<file path="src/rtl/multicycle_control_fsm_if.sv">
// Control bundle between the multicycle FSM and the RV32I datapath.
// The FSM side drives every mux select and enable; the datapath returns IR fields and zero.
interface multicycle_control_fsm_if;
    logic [6:0] opcode;
    logic [2:0] funct3;
    logic       zero;
    logic       PCWrite;
    logic       PCBackWrite;
    logic       IorD;
    logic       MemRead;
    logic       MemWrite;
    logic       IRWrite;
    logic       RegWrite;
    logic [1:0] OrigAULA;
    logic [1:0] OrigBULA;
    logic [1:0] Mem2Reg;
    logic       PCSource;
    logic [1:0] ALUOp;
    logic       illegal;
    logic [3:0] estado;

    modport master (
        input  opcode, funct3, zero,
        output PCWrite, PCBackWrite, IorD, MemRead, MemWrite,
        output IRWrite, RegWrite, OrigAULA, OrigBULA, Mem2Reg,
        output PCSource, ALUOp, illegal, estado
    );

    modport slave (
        output opcode, funct3, zero,
        input  PCWrite, PCBackWrite, IorD, MemRead, MemWrite,
        input  IRWrite, RegWrite, OrigAULA, OrigBULA, Mem2Reg,
        input  PCSource, ALUOp, illegal, estado
    );
endinterface

</file>
<file path="src/rtl/multicycle_control_fsm.sv">
// Main control FSM for the RV32I multicycle datapath with a unified memory.
// Memory states hold for MEM_LATENCY cycles; illegal opcodes park in a sticky HALT.
module multicycle_control_fsm #(
    parameter int MEM_LATENCY = 2,
    parameter int CNT_W       = 3
) (
    input logic                      clockCPU,
    input logic                      reset,
    multicycle_control_fsm_if.master bus
);

    typedef enum logic [3:0] {
        FETCH   = 4'd0,
        DECODE  = 4'd1,
        EXEC_R  = 4'd2,
        EXEC_I  = 4'd3,
        ADDR    = 4'd4,
        MEM_RD  = 4'd5,
        WB_LOAD = 4'd6,
        MEM_WR  = 4'd7,
        BRANCH  = 4'd8,
        JAL     = 4'd9,
        JALR    = 4'd10,
        LUI     = 4'd11,
        ALU_WB  = 4'd12,
        HALT    = 4'd15
    } state_e;

    localparam logic [CNT_W-1:0] CNT_LAST = CNT_W'(MEM_LATENCY - 1);

    state_e           state_q, state_d;
    logic [CNT_W-1:0] cnt_q, cnt_d;
    logic             last;
    logic             wait_st;

    logic op_r, op_i, op_ld, op_st, op_br, op_jal, op_jalr, op_lui;

    assign op_r    = bus.opcode == 7'b0110011;
    assign op_i    = bus.opcode == 7'b0010011;
    assign op_ld   = bus.opcode == 7'b0000011;
    assign op_st   = bus.opcode == 7'b0100011;
    assign op_br   = bus.opcode == 7'b1100011;
    assign op_jal  = bus.opcode == 7'b1101111;
    assign op_jalr = bus.opcode == 7'b1100111;
    assign op_lui  = bus.opcode == 7'b0110111;

    assign last    = cnt_q == CNT_LAST;
    assign wait_st = (state_q == FETCH) || (state_q == MEM_RD) ||
                     (state_q == MEM_WR);

    always_comb begin
        state_d = state_q;
        case (state_q)
            FETCH:   if (last) state_d = DECODE;
            DECODE: begin
                unique case (1'b1)
                    op_r:    state_d = EXEC_R;
                    op_i:    state_d = EXEC_I;
                    op_ld:   state_d = ADDR;
                    op_st:   state_d = ADDR;
                    op_br:   state_d = BRANCH;
                    op_jal:  state_d = JAL;
                    op_jalr: state_d = JALR;
                    op_lui:  state_d = LUI;
                    default: state_d = HALT;
                endcase
            end
            EXEC_R:  state_d = ALU_WB;
            EXEC_I:  state_d = ALU_WB;
            ALU_WB:  state_d = FETCH;
            ADDR:    state_d = op_ld ? MEM_RD : MEM_WR;
            MEM_RD:  if (last) state_d = WB_LOAD;
            WB_LOAD: state_d = FETCH;
            MEM_WR:  if (last) state_d = FETCH;
            BRANCH:  state_d = FETCH;
            JAL:     state_d = FETCH;
            JALR:    state_d = FETCH;
            LUI:     state_d = ALU_WB;
            default: state_d = HALT;
        endcase
    end

    // Any state change clears the counter, so each memory state starts at 0.
    always_comb begin
        cnt_d = '0;
        if (wait_st && state_d == state_q) cnt_d = cnt_q + CNT_W'(1);
    end

    always_ff @(posedge clockCPU or negedge reset) begin
        if (!reset) begin
            state_q <= FETCH;
            cnt_q   <= '0;
        end else begin
            state_q <= state_d;
            cnt_q   <= cnt_d;
        end
    end

    assign bus.estado = state_q;

    always_comb begin
        bus.PCWrite     = 1'b0;
        bus.PCBackWrite = 1'b0;
        bus.IorD        = 1'b0;
        bus.MemRead     = 1'b0;
        bus.MemWrite    = 1'b0;
        bus.IRWrite     = 1'b0;
        bus.RegWrite    = 1'b0;
        bus.OrigAULA    = 2'd0;
        bus.OrigBULA    = 2'd0;
        bus.Mem2Reg     = 2'd0;
        bus.PCSource    = 1'b0;
        bus.ALUOp       = 2'd0;
        bus.illegal     = 1'b0;
        case (state_q)
            FETCH: begin
                bus.MemRead  = 1'b1;
                bus.OrigBULA = 2'd1;
                if (last) begin
                    bus.IRWrite     = 1'b1;
                    bus.PCBackWrite = 1'b1;
                    bus.PCWrite     = 1'b1;
                end
            end
            DECODE: begin
                bus.OrigAULA = 2'd2;
                bus.OrigBULA = 2'd2;
            end
            EXEC_R: begin
                bus.OrigAULA = 2'd1;
                bus.ALUOp    = 2'd2;
            end
            EXEC_I: begin
                bus.OrigAULA = 2'd1;
                bus.OrigBULA = 2'd2;
                bus.ALUOp    = 2'd2;
            end
            ALU_WB:  bus.RegWrite = 1'b1;
            ADDR: begin
                bus.OrigAULA = 2'd1;
                bus.OrigBULA = 2'd2;
            end
            MEM_RD: begin
                bus.MemRead = 1'b1;
                bus.IorD    = 1'b1;
            end
            WB_LOAD: begin
                bus.RegWrite = 1'b1;
                bus.Mem2Reg  = 2'd1;
            end
            MEM_WR: begin
                bus.MemWrite = 1'b1;
                bus.IorD     = 1'b1;
            end
            BRANCH: begin
                bus.OrigAULA = 2'd1;
                bus.ALUOp    = 2'd1;
                bus.PCSource = 1'b1;
                case (bus.funct3)
                    3'b000:  bus.PCWrite = bus.zero;
                    3'b001:  bus.PCWrite = ~bus.zero;
                    default: bus.PCWrite = 1'b0;
                endcase
            end
            JAL: begin
                bus.RegWrite = 1'b1;
                bus.Mem2Reg  = 2'd2;
                bus.PCWrite  = 1'b1;
                bus.PCSource = 1'b1;
            end
            JALR: begin
                bus.OrigAULA = 2'd1;
                bus.OrigBULA = 2'd2;
                bus.RegWrite = 1'b1;
                bus.Mem2Reg  = 2'd2;
                bus.PCWrite  = 1'b1;
            end
            LUI: begin
                bus.OrigAULA = 2'd3;
                bus.OrigBULA = 2'd2;
            end
            HALT:    bus.illegal = 1'b1;
            default: ;
        endcase
    end

endmodule

</file>
<file path="src/flat_wrapper.sv">
// flat-port wrapper written by rule: the top's interface ports become plain ports
module multicycle_control_fsm_flat 
#(
    parameter int MEM_LATENCY = 2,
    parameter int CNT_W       = 3
)
  (clockCPU, reset, bus_opcode, bus_funct3, bus_zero, bus_PCWrite, bus_PCBackWrite, bus_IorD, bus_MemRead, bus_MemWrite, bus_IRWrite, bus_RegWrite, bus_OrigAULA, bus_OrigBULA, bus_Mem2Reg, bus_PCSource, bus_ALUOp, bus_illegal, bus_estado);
  multicycle_control_fsm_if bus_i ();
  input logic clockCPU;
  input logic reset;
  input wire logic [$bits(bus_i.opcode)-1:0] bus_opcode;
  input wire logic [$bits(bus_i.funct3)-1:0] bus_funct3;
  input wire logic [$bits(bus_i.zero)-1:0] bus_zero;
  output wire logic [$bits(bus_i.PCWrite)-1:0] bus_PCWrite;
  output wire logic [$bits(bus_i.PCBackWrite)-1:0] bus_PCBackWrite;
  output wire logic [$bits(bus_i.IorD)-1:0] bus_IorD;
  output wire logic [$bits(bus_i.MemRead)-1:0] bus_MemRead;
  output wire logic [$bits(bus_i.MemWrite)-1:0] bus_MemWrite;
  output wire logic [$bits(bus_i.IRWrite)-1:0] bus_IRWrite;
  output wire logic [$bits(bus_i.RegWrite)-1:0] bus_RegWrite;
  output wire logic [$bits(bus_i.OrigAULA)-1:0] bus_OrigAULA;
  output wire logic [$bits(bus_i.OrigBULA)-1:0] bus_OrigBULA;
  output wire logic [$bits(bus_i.Mem2Reg)-1:0] bus_Mem2Reg;
  output wire logic [$bits(bus_i.PCSource)-1:0] bus_PCSource;
  output wire logic [$bits(bus_i.ALUOp)-1:0] bus_ALUOp;
  output wire logic [$bits(bus_i.illegal)-1:0] bus_illegal;
  output wire logic [$bits(bus_i.estado)-1:0] bus_estado;
  assign bus_i.opcode = bus_opcode;
  assign bus_i.funct3 = bus_funct3;
  assign bus_i.zero = bus_zero;
  assign bus_PCWrite = bus_i.PCWrite;
  assign bus_PCBackWrite = bus_i.PCBackWrite;
  assign bus_IorD = bus_i.IorD;
  assign bus_MemRead = bus_i.MemRead;
  assign bus_MemWrite = bus_i.MemWrite;
  assign bus_IRWrite = bus_i.IRWrite;
  assign bus_RegWrite = bus_i.RegWrite;
  assign bus_OrigAULA = bus_i.OrigAULA;
  assign bus_OrigBULA = bus_i.OrigBULA;
  assign bus_Mem2Reg = bus_i.Mem2Reg;
  assign bus_PCSource = bus_i.PCSource;
  assign bus_ALUOp = bus_i.ALUOp;
  assign bus_illegal = bus_i.illegal;
  assign bus_estado = bus_i.estado;
  multicycle_control_fsm #(.MEM_LATENCY(MEM_LATENCY), .CNT_W(CNT_W)) u_core (.clockCPU(clockCPU), .reset(reset), .bus(bus_i));
endmodule
</file>
<file path="config.mk">
export PLATFORM = sky130hd
export DESIGN_NAME = multicycle_control_fsm_flat
export DESIGN_NICKNAME = d
export VERILOG_FILES = /design/src/rtl/multicycle_control_fsm_if.sv /design/src/rtl/multicycle_control_fsm.sv /design/src/flat_wrapper.sv
export SDC_FILE = /design/constraint.sdc
export NUM_CORES = 1
export LEC_CHECK = 0
export ABC_CLOCK_PERIOD_IN_PS = 1450
export BUFFER_PORTS_ARGS = -buffer_cell sky130_fd_sc_hd__buf_2
export CAP_MARGIN = 20
export CORE_ASPECT_RATIO = 0.7
export CORE_MARGIN = 5
export CORE_UTILIZATION = 25
export CTS_CLUSTER_DIAMETER = 100
export DETAILED_ROUTE_END_ITERATION = 16
export SKIP_LAST_GASP = 1
export SYNTH_ARGS = -nofsm -noshare
export SYNTH_HDL_FRONTEND = slang
export SYNTH_SLANG_ARGS = --single-unit
</file>
<file path="constraint.sdc">
create_clock -name clockCPU -period 1.45 [get_ports clockCPU]
set_input_delay 0.0725 -clock clockCPU [delete_from_list [all_inputs] [get_ports clockCPU]]
set_output_delay 0.0725 -clock clockCPU [all_outputs]
set_load 0.005 [all_outputs]
</file>
==> flow_summary.json, run 1 <==
{
  "synth.yosys.warnings": 0,
  "cts_max_level": 1,
  "crit_type": "flop to flop",
  "use_met1_pct": 15.0,
  "ys_seq_area_share_pct": 22.9,
  "status": "finished with violations",
  "finalWirelength_um": 2440,
  "clk_latency_ns": 0.22,
  "finalNetCount": 169,
  "instances_no_fill": 189,
  "worst_pin_slew_ns": 0.324,
  "holdWs_ns": 0.199,
  "coreArea_um2": 2860,
  "clock_sinks": 7,
  "final_cell_mix": "buf_2, buf_4, nor2_1, nand2_1",
  "grt_max_degree": 11,
  "met2_usage_pct": 16.1,
  "post-route-cell-area_um2": 1230,
  "synth-async-reset-ratio_pct": 100,
  "cts_buffer_depth": 2,
  "regArea_um2": 178,
  "cts_tree": "yes",
  "worstSetupEndpointType": "flop",
  "violations": "setup timing",
  "ys_types": 44,
  "dr.pass1.iters": 4,
  "synthCells": 100,
  "fill_cells": 293,
  "rows": 16,
  "use_met3_pct": 1.12,
  "finClkSkew_ns": 0.00270,
  "avgSynthCellArea_um2": 7.66,
  "finalSetupViolCount": 3,
  "grt_pass1_wl_um": 3800,
  "place_area_um2": 1020,
  "gr-usage-all-layers_pct": 10.5,
  "hpwlAfterDp_um": 1800,
  "syn_to_final_growth_pct": 60.9,
  "vdd_drop_max_mv": 0.288,
  "required_ns": 1.55,
  "fin_crit_ns": 1.48,
  "final_layout_size_suffix_gt1_share_pct": 51.0,
  "routedWlPerCell_um": 12.9,
  "drc": 0,
  "synth_fp_nets": 115,
  "fp.dieW_um": 76.2,
  "final_common_cell": "buf_2",
  "hold_viol": 0,
  "synth_area_um2": 766,
  "via_per_inst": 4.90,
  "clockRootBuffer": "clkbuf_8",
  "rsz0062_at_grt": "yes",
  "slew_headroom_pct": 78.2,
  "synth_enable_flop_cells": 0,
  "clk_pin_slew_ns": 0.04,
  "busiest_layer": "met2",
  "ys.flop_type": "dfrtp_1",
  "fin_ws_ns": -0.0309,
  "dp_cells": 173,
  "portBuffers": 33,
  "finalCritPeriodShare_pct": 102,
  "ant_nets": 0,
  "power_mw": 0.541,
  "die-area_um2": 4290,
  "fin_util_pct": 43.1,
  "crit_path_start_kind": "flop",
  "p_leak_nw": 0.607,
  "max_freq_mhz": 675,
  "grt_pass1_vias": 853,
  "post-place-ws_ns": 0.0706,
  "pin_count": 34,
  "multi_input_area_um2": 556,
  "die_h_um": 56.3,
  "dr.first_iter.drc_count": 48,
  "antennaDiodeCount": 0,
  "crit_fanout": 2,
  "synth-seq-cells": 7,
  "vias": 927,
  "cp.arrival_ns": 1.58,
  "gr-total-overflow": 0,
  "min_path_type": "input port to flop",
  "slew_violations": 0,
  "initial_core_util_pct": 26.7,
  "regToRegSetupSlack_ns": -0.03,
  "maxCapViolations": 0,
  "gp_congestion": 0.916,
  "cts_buffers": 3,
  "powerDensity_nw_per_um2": 439,
  "grt_antenna_before_repair": 0,
  "finalSetupTns_ns": -0.0675
}
-- logic make-up (layout without fill, tap and decap cells) --
| family | count (synthesis) | after routing | synth area share, % |
|---|---|---|---|
| buf+inv | 15 | 68 | 10.9 |
| xor+xnor | 7 | 7 | 8.01 |
| compound gates | 26 | 26 | 24.7 |
| mux | 1 | 1 | 1.31 |
| flops | 7 | 7 | 22.9 |
| fa+ha+maj | 2 | 2 | 3.27 |
| simple gates | 42 | 42 | 28.9 |
-- metal layers --
metal  vias up  part of all wire [%]
li1        464                     -
met1       432                    48
met2        29                    47
met3         2                   4.5
met4         0                  0.49
met5         -                     0
-- worst max-delay path, stage by stage (launching register included) --
cell	delay [ns]
dfrtp_1	0.37
inv_1	0.06
ha_2	0.18
nand2b_4	0.06
buf_4	0.14
xor2_1	0.14
o22ai_1	0.10
a221o_1	0.30
-- area by class of cell --
type                       instances  area share [%]
multi-input combinational         78            45.1
timing repair buffer              58            31.4
sequential                         7            14.4
clock buffer                       4            3.65
tap                               36            3.65
inverter                           6            1.83
-- repair_timing --
action                                  CTS  global route
endpoints found under the setup margin    6             9
hold buffers                              1             0
buffers inserted                          0            11
gates resized for setup                   7            10
endpoints found under the hold margin     7             0
pin swaps                                 0             4
-- synth_stat cells, types with 3 or more instances --
library cell / n / area, µm²
nor2_1: 13 / 48.8
dfrtp_1: 7 / 175
nand2_1: 6 / 22.5
a21oi_1: 4 / 20.0
buf_2: 4 / 20.0
o21ai_1: 4 / 20.0
xnor2_1: 4 / 35.0
inv_1: 3 / 11.3
inv_2: 3 / 11.3
nor2_2: 3 / 18.8
nor3_1: 3 / 15.0
xor2_1: 3 / 26.3
-- power breakdown --
group,switching (mW),total (mW),internal (mW)
combinational,0.0401,0.0769,0.0367
sequential,0.00209,0.200,0.198
clock,0.0750,0.264,0.189
total,0.117,0.541,0.424
-- state kept, by name (all words and copies together) (netlist names) --
name / count
u_core.bus.estado: 4
u_core.cnt_q: 3
-- path summary, 6_finish.rpt --
path,startpoint,cells after the start,to
worst max-delay path,u_core.cnt_q[1],7,u_core.bus.estado[1]
worst min-delay path,bus_opcode[3],3,u_core.bus.estado[0]
worst max register to register,u_core.cnt_q[1],7,u_core.bus.estado[1]
worst min register to register,u_core.cnt_q[0],1,u_core.cnt_q[0]
max in group asynchronous,reset,2,u_core.bus.estado[3]
min in group asynchronous,reset,2,u_core.bus.estado[1]
No activity file was read; power rests on OpenSTA's default activity.
==> inputs of run 2 (changes only) <==
==> constraint.sdc (replaced) <==
create_clock -name clockCPU -period 1.45 [get_ports clockCPU]
set_input_delay 0.29 -clock clockCPU [delete_from_list [all_inputs] [get_ports clockCPU]]
set_output_delay 0.29 -clock clockCPU [all_outputs]
set_load 0.005 [all_outputs]
==> flow_summary.json, run 2 (synthesized netlist as in run 1, its figures left out) <==
{
  "status": "finished with violations",
  "violations": "setup timing",
  "worstSetupEndpointType": "primary output",
  "powerDensity_nw_per_um2": 394,
  "path_cells": "buf_8 > buf_6 > xor2_1 > o21ai_1 > o31ai_1 > buf_2",
  "syn_to_final_growth_pct": 83.2,
  "fin_crit_ns": 1.65,
  "clk_pin_slew_ns": 0.04,
  "finalCritPeriodShare_pct": 114,
  "coreArea_um2": 2860,
  "cts_buffer_depth": 2,
  "rows": 16,
  "worstHoldPathCells": 3,
  "vias": 964,
  "portBuffers": 33,
  "min_from": "bus_opcode[3]",
  "maxCapViolations": 0,
  "reg2reg_to": "u_core.bus.estado[1]",
  "max_freq_mhz": 606,
  "dp_cells": 172,
  "drc": 0,
  "fin_ws_ns": -0.200,
  "dr.first_iter.drc_count": 34,
  "reg2reg_depth": 7,
  "clock_sinks": 7,
  "gp_congestion": 0.815,
  "post-place-ws_ns": -0.0325,
  "routedWlPerCell_um": 14.3,
  "finalNetCount": 174,
  "cts_max_level": 1,
  "finalSetupViolCount": 16,
  "pin_count": 34,
  "r2r_start": "u_core.cnt_q[1]",
  "grt_pass1_vias": 944,
  "cp_top_family": "flip-flops",
  "worst_pin_slew_ns": 0.456,
  "finClkSkew_ns": 0.00220,
  "instances_no_fill": 194,
  "die-area_um2": 4290,
  "gr-usage-all-layers_pct": 12.2,
  "vdd_drop_max_mv": 0.272,
  "rsz0062_at_grt": "yes",
  "final_cell_mix": "buf_2, buf_4, buf_6, nor2_1, dfrtp_1",
  "fp.dieW_um": 76.2,
  "grt_antenna_before_repair": 0,
  "grt_max_degree": 15,
  "via_per_inst": 4.97,
  "min_path_type": "input port to flop",
  "cp.arrival_ns": 1.36,
  "die_h_um": 56.3,
  "crit_type": "flop to primary output",
  "clockRootBuffer": "clkbuf_8",
  "grt_pass1_wl_um": 4310,
  "slew_violations": 0,
  "clk_latency_ns": 0.22,
  "initial_core_util_pct": 26.7,
  "hold_viol": 0,
  "finalWirelength_um": 2770,
  "slew_headroom_pct": 69.4,
  "final_layout_size_suffix_gt1_share_pct": 58.2,
  "required_ns": 1.16,
  "regArea_um2": 175,
  "cp_slowest_cell": "dfrtp_1",
  "dr.pass1.iters": 4,
  "p_leak_nw": 0.687,
  "cts_tree": "yes",
  "ant_nets": 0,
  "hold_end": "u_core.bus.estado[0]",
  "antennaDiodeCount": 0,
  "largest_reg_flops": 4,
  "startpoint": "u_core.bus.estado[1]",
  "gr-total-overflow": 0,
  "cp.buffers_inverters": 3,
  "fill_cells": 281,
  "cts_buffers": 3,
  "multi_input_area_um2": 642,
  "regToRegSetupSlack_ns": -0.07,
  "crit_path_start_kind": "flop",
  "final_common_cell": "buf_2",
  "slowest_delay_ns": 0.39,
  "fin_util_pct": 49.0,
  "finalSetupTns_ns": -1.94,
  "hpwlAfterDp_um": 1850,
  "crit_fanout": 6
}
==> run 2: cell count changes in the layout (fill, tap and decap cells not counted), moves of 2 or more <==
| cell | delta |
|---|---|
| buf_4 | -2 |
| buf_6 | +7 |
| buf_8 | +2 |
| dfrtp_1 | +2 |
| dfrtp_2 | -2 |
| inv_2 | -2 |
| inv_4 | +2 |
| nand2_1 | -2 |
==> run 2: per-layer routing <==
layer / part of all wire, % / global-route usage [%]
met4: 1.4 / 4.24
met2: 52 / 21.8
met5: 0 / 0
met1: 42 / 14.0
met3: 4.2 / 3.35
==> run 2: layout make-up <==
type / count / share of cell area, %
Clock buffer: 4 / 3.21
Inverter: 6 / 1.96
Multi-Input combinational cell: 78 / 45.8
Sequential cell: 7 / 12.5
Tap cell: 36 / 3.21
Timing Repair Buffer: 63 / 33.4
==> run 2: timing repair <==
| action | in CTS | in global routing |
|---|---|---|
| endpoints found under the setup margin | 17 | 20 |
| pin swaps | 9 | 6 |
| buffers inserted | 15 | 2 |
| resized for setup | 35 | 10 |
| endpoints found under the hold margin | 7 | 0 |
| hold buffers | 1 | 0 |
==> run 2: stage by stage <==
step / instance area [µm²] / hold slack, ns / total power [mW]
floorplan: 791 / -0.00559 / 0.231
global placement: 1040 / 0.127 / 0.268
detailed placement: 1040 / 0.126 / 0.272
CTS: 1330 / 0.382 / 0.553
global route: 1400 / 0.412 / 0.589
finish: 1400 / 0.382 / 0.553
==> run 2: worst max path at each step <==
| stage | to | slack [ns] | depth (start not counted) |
|---|---|---|---|
| floorplan | bus_PCWrite | -0.03 | 6 |
| global placement | bus_PCWrite | 0.02 | 6 |
| detailed placement | u_core.bus.estado[1] | -0.03 | 5 |
| CTS | bus_PCWrite | -0.20 | 5 |
| global route | bus_PCWrite | -0.29 | 5 |
| finish | bus_RegWrite | -0.20 | 6 |
==> run 2: power by group <==
part	internal [mW]	leakage, nW	switching (mW)
combinational	0.0394	0.587	0.0466
clock	0.190	0.0228	0.0779
sequential	0.198	0.0770	0.00168
==> run 2: worst min-delay path: stages <==
cell	delay [ns]
buf_2	0.13
o31ai_1	0.09
nand3_1	0.06
